==> config.mk <==
export PLATFORM = sky130hd
export DESIGN_NAME = memory_writer
export DESIGN_NICKNAME = d
export VERILOG_FILES = /design/src/rtl/memory_writer.sv
export SDC_FILE = /design/constraint.sdc
export NUM_CORES = 1
export LEC_CHECK = 0
export CORE_UTILIZATION = 41
export CTS_CLUSTER_SIZE = 20
export DETAILED_ROUTE_END_ITERATION = 8
export GPL_ROUTABILITY_DRIVEN = 0
export PLACE_DENSITY = 0.68
export SLEW_MARGIN = 20
export SYNTH_ARGS = -nofsm -noshare
export SYNTH_HDL_FRONTEND = slang
export SYNTH_SLANG_ARGS = --single-unit
==> constraint.sdc <==
create_clock -name clk -period 2.8 [get_ports clk]
set_input_delay 0.28 -clock clk [delete_from_list [all_inputs] [get_ports clk]]
set_output_delay 0.28 -clock clk [all_outputs]
set_load 0.05 [all_outputs]
==> src/rtl/memory_writer.sv <==
// memory_writer: row-major frame store into a single-port result BRAM.
// Accepts one pixel per clock from the processing pipeline, registers it
// once, and drives the BRAM write port. It also pulses line/frame completion
// and flags pixels that arrive when they cannot be stored.
module memory_writer #(
    parameter int MAX_ROW = 540,
    parameter int MAX_COL = 540
) (
    input  logic        clk,
    input  logic        rst_n,
    output logic        ena_o,
    output logic        wea_o,
    output logic [18:0] addr_o,
    output logic [7:0]  d2mem_o,
    input  logic [7:0]  mem2d_i,
    input  logic [7:0]  data_i,
    input  logic        data_en_i,
    input  logic        store_run_i,
    output logic        store_done_o,
    output logic        line_done_o,
    output logic        err_drop_o,
    output logic [9:0]  cnt_img_row_o,
    output logic [9:0]  cnt_img_col_o
);

    localparam logic [1:0] IDLE  = 2'd0;
    localparam logic [1:0] WRITE = 2'd1;
    localparam logic [1:0] DONE  = 2'd2;

    localparam logic [9:0] ROW_LAST = 10'(MAX_ROW - 1);
    localparam logic [9:0] COL_LAST = 10'(MAX_COL - 1);

    logic [1:0]  r_state;
    logic [18:0] r_addr;
    logic [9:0]  r_row;
    logic [9:0]  r_col;
    logic        r_wr_vld;
    logic [18:0] r_wr_addr;
    logic [7:0]  r_wr_data;
    logic        r_wr_line;
    logic        r_wr_last;
    logic        r_store_done;
    logic        r_err_drop;

    logic w_accept;
    logic w_last;
    logic w_unused;

    // Read data is never used; this block only writes.
    assign w_unused = ^mem2d_i;

    assign w_accept = (r_state == WRITE) && store_run_i && data_en_i;
    assign w_last   = (r_row == ROW_LAST) && (r_col == COL_LAST);

    // Frame FSM: run gates WRITE; the last pixel parks one cycle in DONE.
    always_ff @(posedge clk) begin
        if (!rst_n) begin
            r_state <= IDLE;
        end else begin
            case (r_state)
                IDLE:    if (store_run_i) r_state <= WRITE;
                WRITE: begin
                    if (!store_run_i)           r_state <= IDLE;
                    else if (w_accept && w_last) r_state <= DONE;
                end
                DONE:    r_state <= IDLE;
                default: r_state <= IDLE;
            endcase
        end
    end

    // Position counters; they hold on pause and clear on the frame's last pixel.
    always_ff @(posedge clk) begin
        if (!rst_n) begin
            r_addr <= '0;
            r_row  <= '0;
            r_col  <= '0;
        end else if (w_accept) begin
            if (w_last) begin
                r_addr <= '0;
                r_row  <= '0;
                r_col  <= '0;
            end else begin
                r_addr <= r_addr + 19'd1;
                if (r_col == COL_LAST) begin
                    r_col <= '0;
                    r_row <= r_row + 10'd1;
                end else begin
                    r_col <= r_col + 10'd1;
                end
            end
        end
    end

    // Write register stage; address/data are zeroed when no write is pending.
    always_ff @(posedge clk) begin
        if (!rst_n) begin
            r_wr_vld     <= 1'b0;
            r_wr_addr    <= '0;
            r_wr_data    <= '0;
            r_wr_line    <= 1'b0;
            r_wr_last    <= 1'b0;
            r_store_done <= 1'b0;
        end else begin
            r_wr_vld     <= w_accept;
            r_wr_addr    <= w_accept ? r_addr : '0;
            r_wr_data    <= w_accept ? data_i : '0;
            r_wr_line    <= w_accept && (r_col == COL_LAST);
            r_wr_last    <= w_accept && w_last;
            r_store_done <= r_wr_last;
        end
    end

    // Sticky drop flag: any valid pixel that was not accepted.
    always_ff @(posedge clk) begin
        if (!rst_n)                      r_err_drop <= 1'b0;
        else if (data_en_i && !w_accept) r_err_drop <= 1'b1;
    end

    assign ena_o         = r_wr_vld;
    assign wea_o         = r_wr_vld;
    assign addr_o        = r_wr_addr;
    assign d2mem_o       = r_wr_data;
    assign line_done_o   = r_wr_line;
    assign store_done_o  = r_store_done;
    assign err_drop_o    = r_err_drop;
    assign cnt_img_row_o = r_row;
    assign cnt_img_col_o = r_col;

endmodule

==> results of run 1 <==
metrics by stage:
step | cells | cell area [µm²] | worst slack (ns) | hold WS, ns | utilization
floorplan | 291 | 2780 | 0.618 | 0.412 | -
detailed placement | 423 | 3490 | 0.478 | 0.421 | 0.540
global route | 439 | 3680 | 0.420 | 0.465 | 0.570
finish | 439 | 3680 | 0.640 | 0.444 | 0.570
CTS | 439 | 3680 | 0.595 | 0.450 | 0.570
global placement | 423 | 3490 | 0.499 | 0.418 | 0.540
worst max-delay path by stage:
stage	startpoint	endpoint	slack [ns]	cells past startpoint
final	cnt_img_row_o[0]$_SDFFE_PN0P_	cnt_img_row_o[0]$_SDFFE_PN0P_	0.64	6
after detailed placement	store_run_i	r_addr[18]$_SDFFE_PN0N_	0.48	5
after global placement	store_run_i	r_addr[18]$_SDFFE_PN0N_	0.50	5
after CTS	cnt_img_row_o[0]$_SDFFE_PN0P_	r_addr[10]$_SDFFE_PN0N_	0.60	6
after floorplan	cnt_img_col_o[0]$_SDFFE_PN0N_	cnt_img_row_o[9]$_SDFFE_PN0P_	0.62	6
after global routing	cnt_img_row_o[0]$_SDFFE_PN0P_	r_addr[11]$_SDFFE_PN0N_	0.42	6
cell type report:
| class | count | area [µm²] | share of cell area |
|---|---|---|---|
| multi-input cells | 197 | 1230 | 0.333 |
| repair buffers | 70 | 683 | 0.186 |
| flip-flops and latches | 73 | 1460 | 0.397 |
| inverters | 6 | 22.5 | 0.00612 |
| well taps | 77 | 96.3 | 0.0262 |
| clock buffers | 9 | 124 | 0.0336 |
| clock inverters | 7 | 68.8 | 0.0187 |
power by group through the flow:
stage	Combinational (µW)	Clock, µW	Sequential [µW]
after floorplan	23.0	0	1080
after global placement	66.8	0	1070
after detailed placement	67.0	0	1070
after CTS	67.5	820	1040
after global routing	71.6	864	1050
final	67.3	792	1040
kinds of logic (layout without fill, tap and decap cells):
family / count (synthesis) / count (layout) / synth area share
AO/OA/AOI/OAI: 43 / 43 / 0.0892
multiplexers: 1 / 1 / 0.00361
flip-flops: 73 / 73 / 0.526
AND/OR/NAND/NOR: 133 / 133 / 0.282
buffers and inverters: 21 / 92 / 0.0320
adder cells (fa/ha/maj): 3 / 3 / 0.0135
XOR/XNOR: 17 / 17 / 0.0536
per-layer routing:
metal  up-vias  share of wire  GRT usage
met5         -              0          0
met2        63           0.45      0.273
li1       1177              -          -
met3         4          0.064     0.0403
met4         0         0.0097     0.0846
met1      1060           0.48      0.215
Yosys cell counts (2+ instances only):
master    count
dfxtp_1      73
nor2_1       25
and3_1       23
a21oi_1      19
nand2_1      16
nand4_1      12
o21ai_0      11
nand3_1      10
or3_1        10
or4_1         9
xor2_1        9
clkbuf_1      8
xnor2_1       8
nor3_1        7
o31ai_1       7
inv_1         6
buf_2         5
and4_1        4
a21boi_0      3
and2_1        3
ha_1          3
nor3b_1       3
nand4_2       2
nor2b_1       2
placed cells by master, fill, tap and decap left out, drive strengths merged, types with 2 or more instances in the layout:
cell / n
inv: 7
o21ai: 12
a21oi: 19
buf: 7
xnor2: 8
or3: 10
or4: 9
and3: 24
nor2b: 2
clkdlybuf4s50: 63
clkinv: 3
o31ai: 7
nand3: 10
xor2: 9
nor3b: 3
clkinvlp: 2
nor3: 7
and4: 4
a21boi: 3
ha: 3
nand4: 14
nand2: 16
dfxtp: 73
and2: 3
nor2: 25
clkbuf: 9
sequential cells by signal (all words and copies together), names as in the netlist:
name and cells:
store_done_o 1, ena_o 1, d2mem_o 8, err_drop_o 1
r_state 2, r_addr 19, cnt_img_row_o 10, addr_o 19
r_wr_last 1, line_done_o 1, cnt_img_col_o 10
==> impl_metrics.json, run 1 <==
{
  "synth.cell_area_um2": 2780,
  "maxSlewViolCount": 0,
  "grt_max_degree": 27,
  "max_clock_freq_mhz": 463,
  "drive_above_1_share": 0.0801,
  "first_iter_violations": 123,
  "crit_family": "simple AND/OR/NAND/NOR gates",
  "antenna_found_initial": 0,
  "die_y_um": 84.3,
  "outcome": "complete, but fails checks",
  "tightest_slew_ns": 0.508,
  "ir_drop_mv": 0.235,
  "cts_max_level": 3,
  "whs_path_depth": 1,
  "area_growth_pct": 32.6,
  "dpl.hpwl_mm": 3.95,
  "synth_cell_types": 37,
  "cts_num_sinks": 73,
  "rsz0062_at_grt": "no",
  "power_density_nw_per_um2": 517,
  "setup_violations": 0,
  "hold_viol_final": 0,
  "antenna_cells": 0,
  "p_switching_uw": 425,
  "worstSkewPairLatency_ns": 0.34,
  "cts-root-buf": "clkbuf_8",
  "syn-num-nets": 314,
  "ant_nets": 0,
  "nets": 380,
  "power_frac_clock": 0.416,
  "num_io_pins": 72,
  "drv_cap": 0,
  "min_path_type": "reg -> reg",
  "cp_max_fo": 10,
  "cp.arrival_ns": 2.39,
  "ys_warn_count": 0,
  "syn_area_per_cell_um2": 9.54,
  "cts_buffer_depth": 2,
  "core_um2": 6460,
  "num_vias": 2304,
  "overflow": 0,
  "cts_hold_buf": 0,
  "seq_area_frac_synth": 0.526,
  "slew_headroom": 0.660,
  "first_pass_iters": 6,
  "initial_core_util": 0.430,
  "synthCells": 291,
  "clkTransAtPathRegs_ns": 0.07,
  "wl_mm": 5.78,
  "setup-tns-final_ns": 0,
  "fin_worst_skew_ns": 0.0109,
  "grt_pass1_vias": 2100,
  "period_share": 0.771,
  "cp.required_ns": 3.03,
  "cts_made_buffers": 9,
  "seqPwrFrac": 0.549,
  "grt_pass1_wl_mm": 9.60,
  "async_reset_ff_frac": 0,
  "cp_cell_sequence": "ha_1 -> nor4bb_1 -> nand4_1 -> o21ai_2 -> buf_4 -> nor2_1",
  "rrSetupSlack_ns": 0.64,
  "ff2ff_path_depth": 6,
  "post_cts_buffers": 0,
  "leakagePower_uw": 0.00136,
  "cpPeakStageDelay_ns": 0.46,
  "total_power_uw": 1900,
  "cts-resized-gates": 0,
  "dieArea_um2": 7100,
  "path_class": "reg -> reg",
  "hold_end": "store_done_o$_SDFF_PN0_",
  "period_minus_slack_ns": 2.16,
  "cp-end-kind": "register",
  "violations": "DRC",
  "crit_buf_inv": 1,
  "wl_per_cell_um": 13.2,
  "grt_usage": 0.170,
  "ys_ff_latch": 73,
  "p_int_uw": 1480,
  "p_sw_frac": 0.223,
  "synth_top_cell_by_area": "dfxtp_1",
  "crit_slowest_cell": "o21ai_2",
  "yosysTopAreaCellShare": 0.526,
  "row_count": 29,
  "synthFlopType": "dfxtp_1",
  "combPwrFrac": 0.035,
  "worstReg2RegStart": "cnt_img_row_o[0]$_SDFFE_PN0P_",
  "die_x_um": 84.3,
  "start_kind": "register",
  "num-fill-cells": 587,
  "ys_top_cells_by_area": "dfxtp_1 53%, and3_1 5.2%, a21oi_1 3.4%",
  "tritoncts": "built",
  "post-route-drc-count": 18,
  "vias_per_cell": 5.25,
  "r2r-end": "cnt_img_row_o[0]$_SDFFE_PN0P_",
  "synth-edff-count": 0,
  "io_buffers": 63,
  "min_from": "r_wr_last$_SDFF_PN0_"
}
(Power assumes the default switching activity.)
==> run 2, diff against run 1 <==
clock period = 2 ns   (was 2.8 ns; I/O delays follow)
==> impl_metrics.json, run 2 (same netlist as run 1, synthesis figures left out) <==
{
  "antenna_cells": 0,
  "violations": "DRC",
  "outcome": "complete, but fails checks",
  "p_int_uw": 2090,
  "cp_max_fo": 9,
  "post-route-util": 0.584,
  "period_minus_slack_ns": 1.89,
  "rrSetupSlack_ns": 0.13,
  "crit_slowest_cell": "clkdlybuf4s50_1",
  "tritoncts": "built",
  "vias_per_cell": 5.25,
  "tightest_slew_ns": 0.526,
  "ant_nets": 0,
  "combPwrFrac": 0.038,
  "die_y_um": 84.3,
  "worstSkewPairLatency_ns": 0.34,
  "initial_core_util": 0.430,
  "period_share": 0.946,
  "setup-tns-final_ns": 0,
  "first_iter_violations": 112,
  "slew_headroom": 0.648,
  "wl_per_cell_um": 13.8,
  "post_cts_buffers": 0,
  "drv_cap": 0,
  "final_cell_mix": "68 x dfxtp_1, 63 x clkdlybuf4s50_1, 25 x nor2_1",
  "power_density_nw_per_um2": 703,
  "cts_made_buffers": 9,
  "seqPwrFrac": 0.552,
  "clkTransAtPathRegs_ns": 0.07,
  "start_kind": "register",
  "io_buffers": 63,
  "postLayoutCellArea_um2": 3770,
  "maxSlewViolCount": 0,
  "cts_num_sinks": 73,
  "ir_drop_mv": 0.290,
  "setup_violations": 0,
  "cp.arrival_ns": 1.69,
  "num_io_pins": 72,
  "whs_ns": 0.434,
  "grt_pass1_vias": 2094,
  "crit_buf_inv": 1,
  "wl_mm": 6.16,
  "post-route-drc-count": 18,
  "dieArea_um2": 7100,
  "nets": 391,
  "grt_pass1_wl_mm": 9.85,
  "cts_hold_buf": 0,
  "leakagePower_uw": 0.00142,
  "num-fill-cells": 546,
  "crit_family": "buffers and inverters",
  "final_common_cell": "dfxtp_1",
  "cts-root-buf": "clkbuf_8",
  "rsz0062_at_grt": "no",
  "path_class": "reg -> out",
  "placed_cell_area_um2": 3590,
  "grtUsageMet1": 0.229,
  "grt_max_degree": 27,
  "cp_cell_sequence": "clkdlybuf4s50_1",
  "cts_buffer_depth": 2,
  "first_pass_iters": 6,
  "hold_viol_final": 0,
  "dpl.hpwl_mm": 4.19,
  "core_um2": 6460,
  "use_met2": 0.277,
  "cp-end-kind": "primary output",
  "drive_above_1_share": 0.116,
  "p_sw_frac": 0.211,
  "max_clock_freq_mhz": 529,
  "busiest_layer": "met2",
  "cpPeakStageDelay_ns": 0.86,
  "die_x_um": 84.3,
  "cts-resized-gates": 0,
  "area_growth_pct": 35.9,
  "num_vias": 2351,
  "overflow": 0,
  "cp.required_ns": 1.80,
  "use_met3": 0.0452,
  "antenna_found_initial": 0,
  "power_frac_clock": 0.410,
  "row_count": 29,
  "p_switching_uw": 560,
  "fin_worst_skew_ns": 0.00911,
  "grt_usage": 0.178,
  "cts_max_level": 3,
  "min_path_type": "reg -> reg"
}
-- run 2: changes by cell type in the layout (fill, tap and decap cells not counted), sizes merged --
| cell | delta |
|---|---|
| buf | +11 |
| clkinvlp | -2 |
| clkbuf | +1 |
| inv | -1 |
-- run 2: metal layers --
metal	routed length, µm	part of all wire
met5	0	0
met4	80	0.013
met3	391	0.063
met2	2720	0.44
met1	2970	0.48
-- run 2: layout make-up --
cell class | count | area, µm² | area share
repair buffers | 81 | 778 | 0.206
well taps | 77 | 96.3 | 0.0255
multi-input cells | 197 | 1230 | 0.325
inverters | 6 | 22.5 | 0.00597
clock buffers | 10 | 138 | 0.0365
clock inverters | 4 | 45.0 | 0.0119
flip-flops and latches | 73 | 1470 | 0.389
-- run 2: worst paths after layout --
| kind | startpoint | endpoint | cells past startpoint |
|---|---|---|---|
| max | cnt_img_row_o[2]$_SDFFE_PN0P_ | cnt_img_row_o[2] | 1 |
| min | r_wr_last$_SDFF_PN0_ | store_done_o$_SDFF_PN0_ | 1 |
| max reg2reg | cnt_img_col_o[7]$_SDFFE_PN0N_ | cnt_img_row_o[4]$_SDFFE_PN0P_ | 5 |
| min reg2reg | r_wr_last$_SDFF_PN0_ | store_done_o$_SDFF_PN0_ | 1 |
-- run 2: power groups by stage --
stage,clock (µW),combinational (µW),sequential [µW]
2_1_floorplan,0,32.2,1510
3_3_place_gp,0,99.9,1500
3_5_place_dp,0,100,1500
4_1_cts,1120,101,1460
5_1_grt,1190,108,1460
6_report,1090,101,1460
-- run 2: metrics by stage --
step / power, µW / cells / setup WS (ns)
global route: 2770 / 448 / 0.0141
CTS: 2690 / 448 / 0.0814
global placement: 1600 / 434 / -0.106
finish: 2650 / 448 / 0.108
floorplan: 1540 / 291 / 0.0106
detailed placement: 1600 / 434 / -0.142
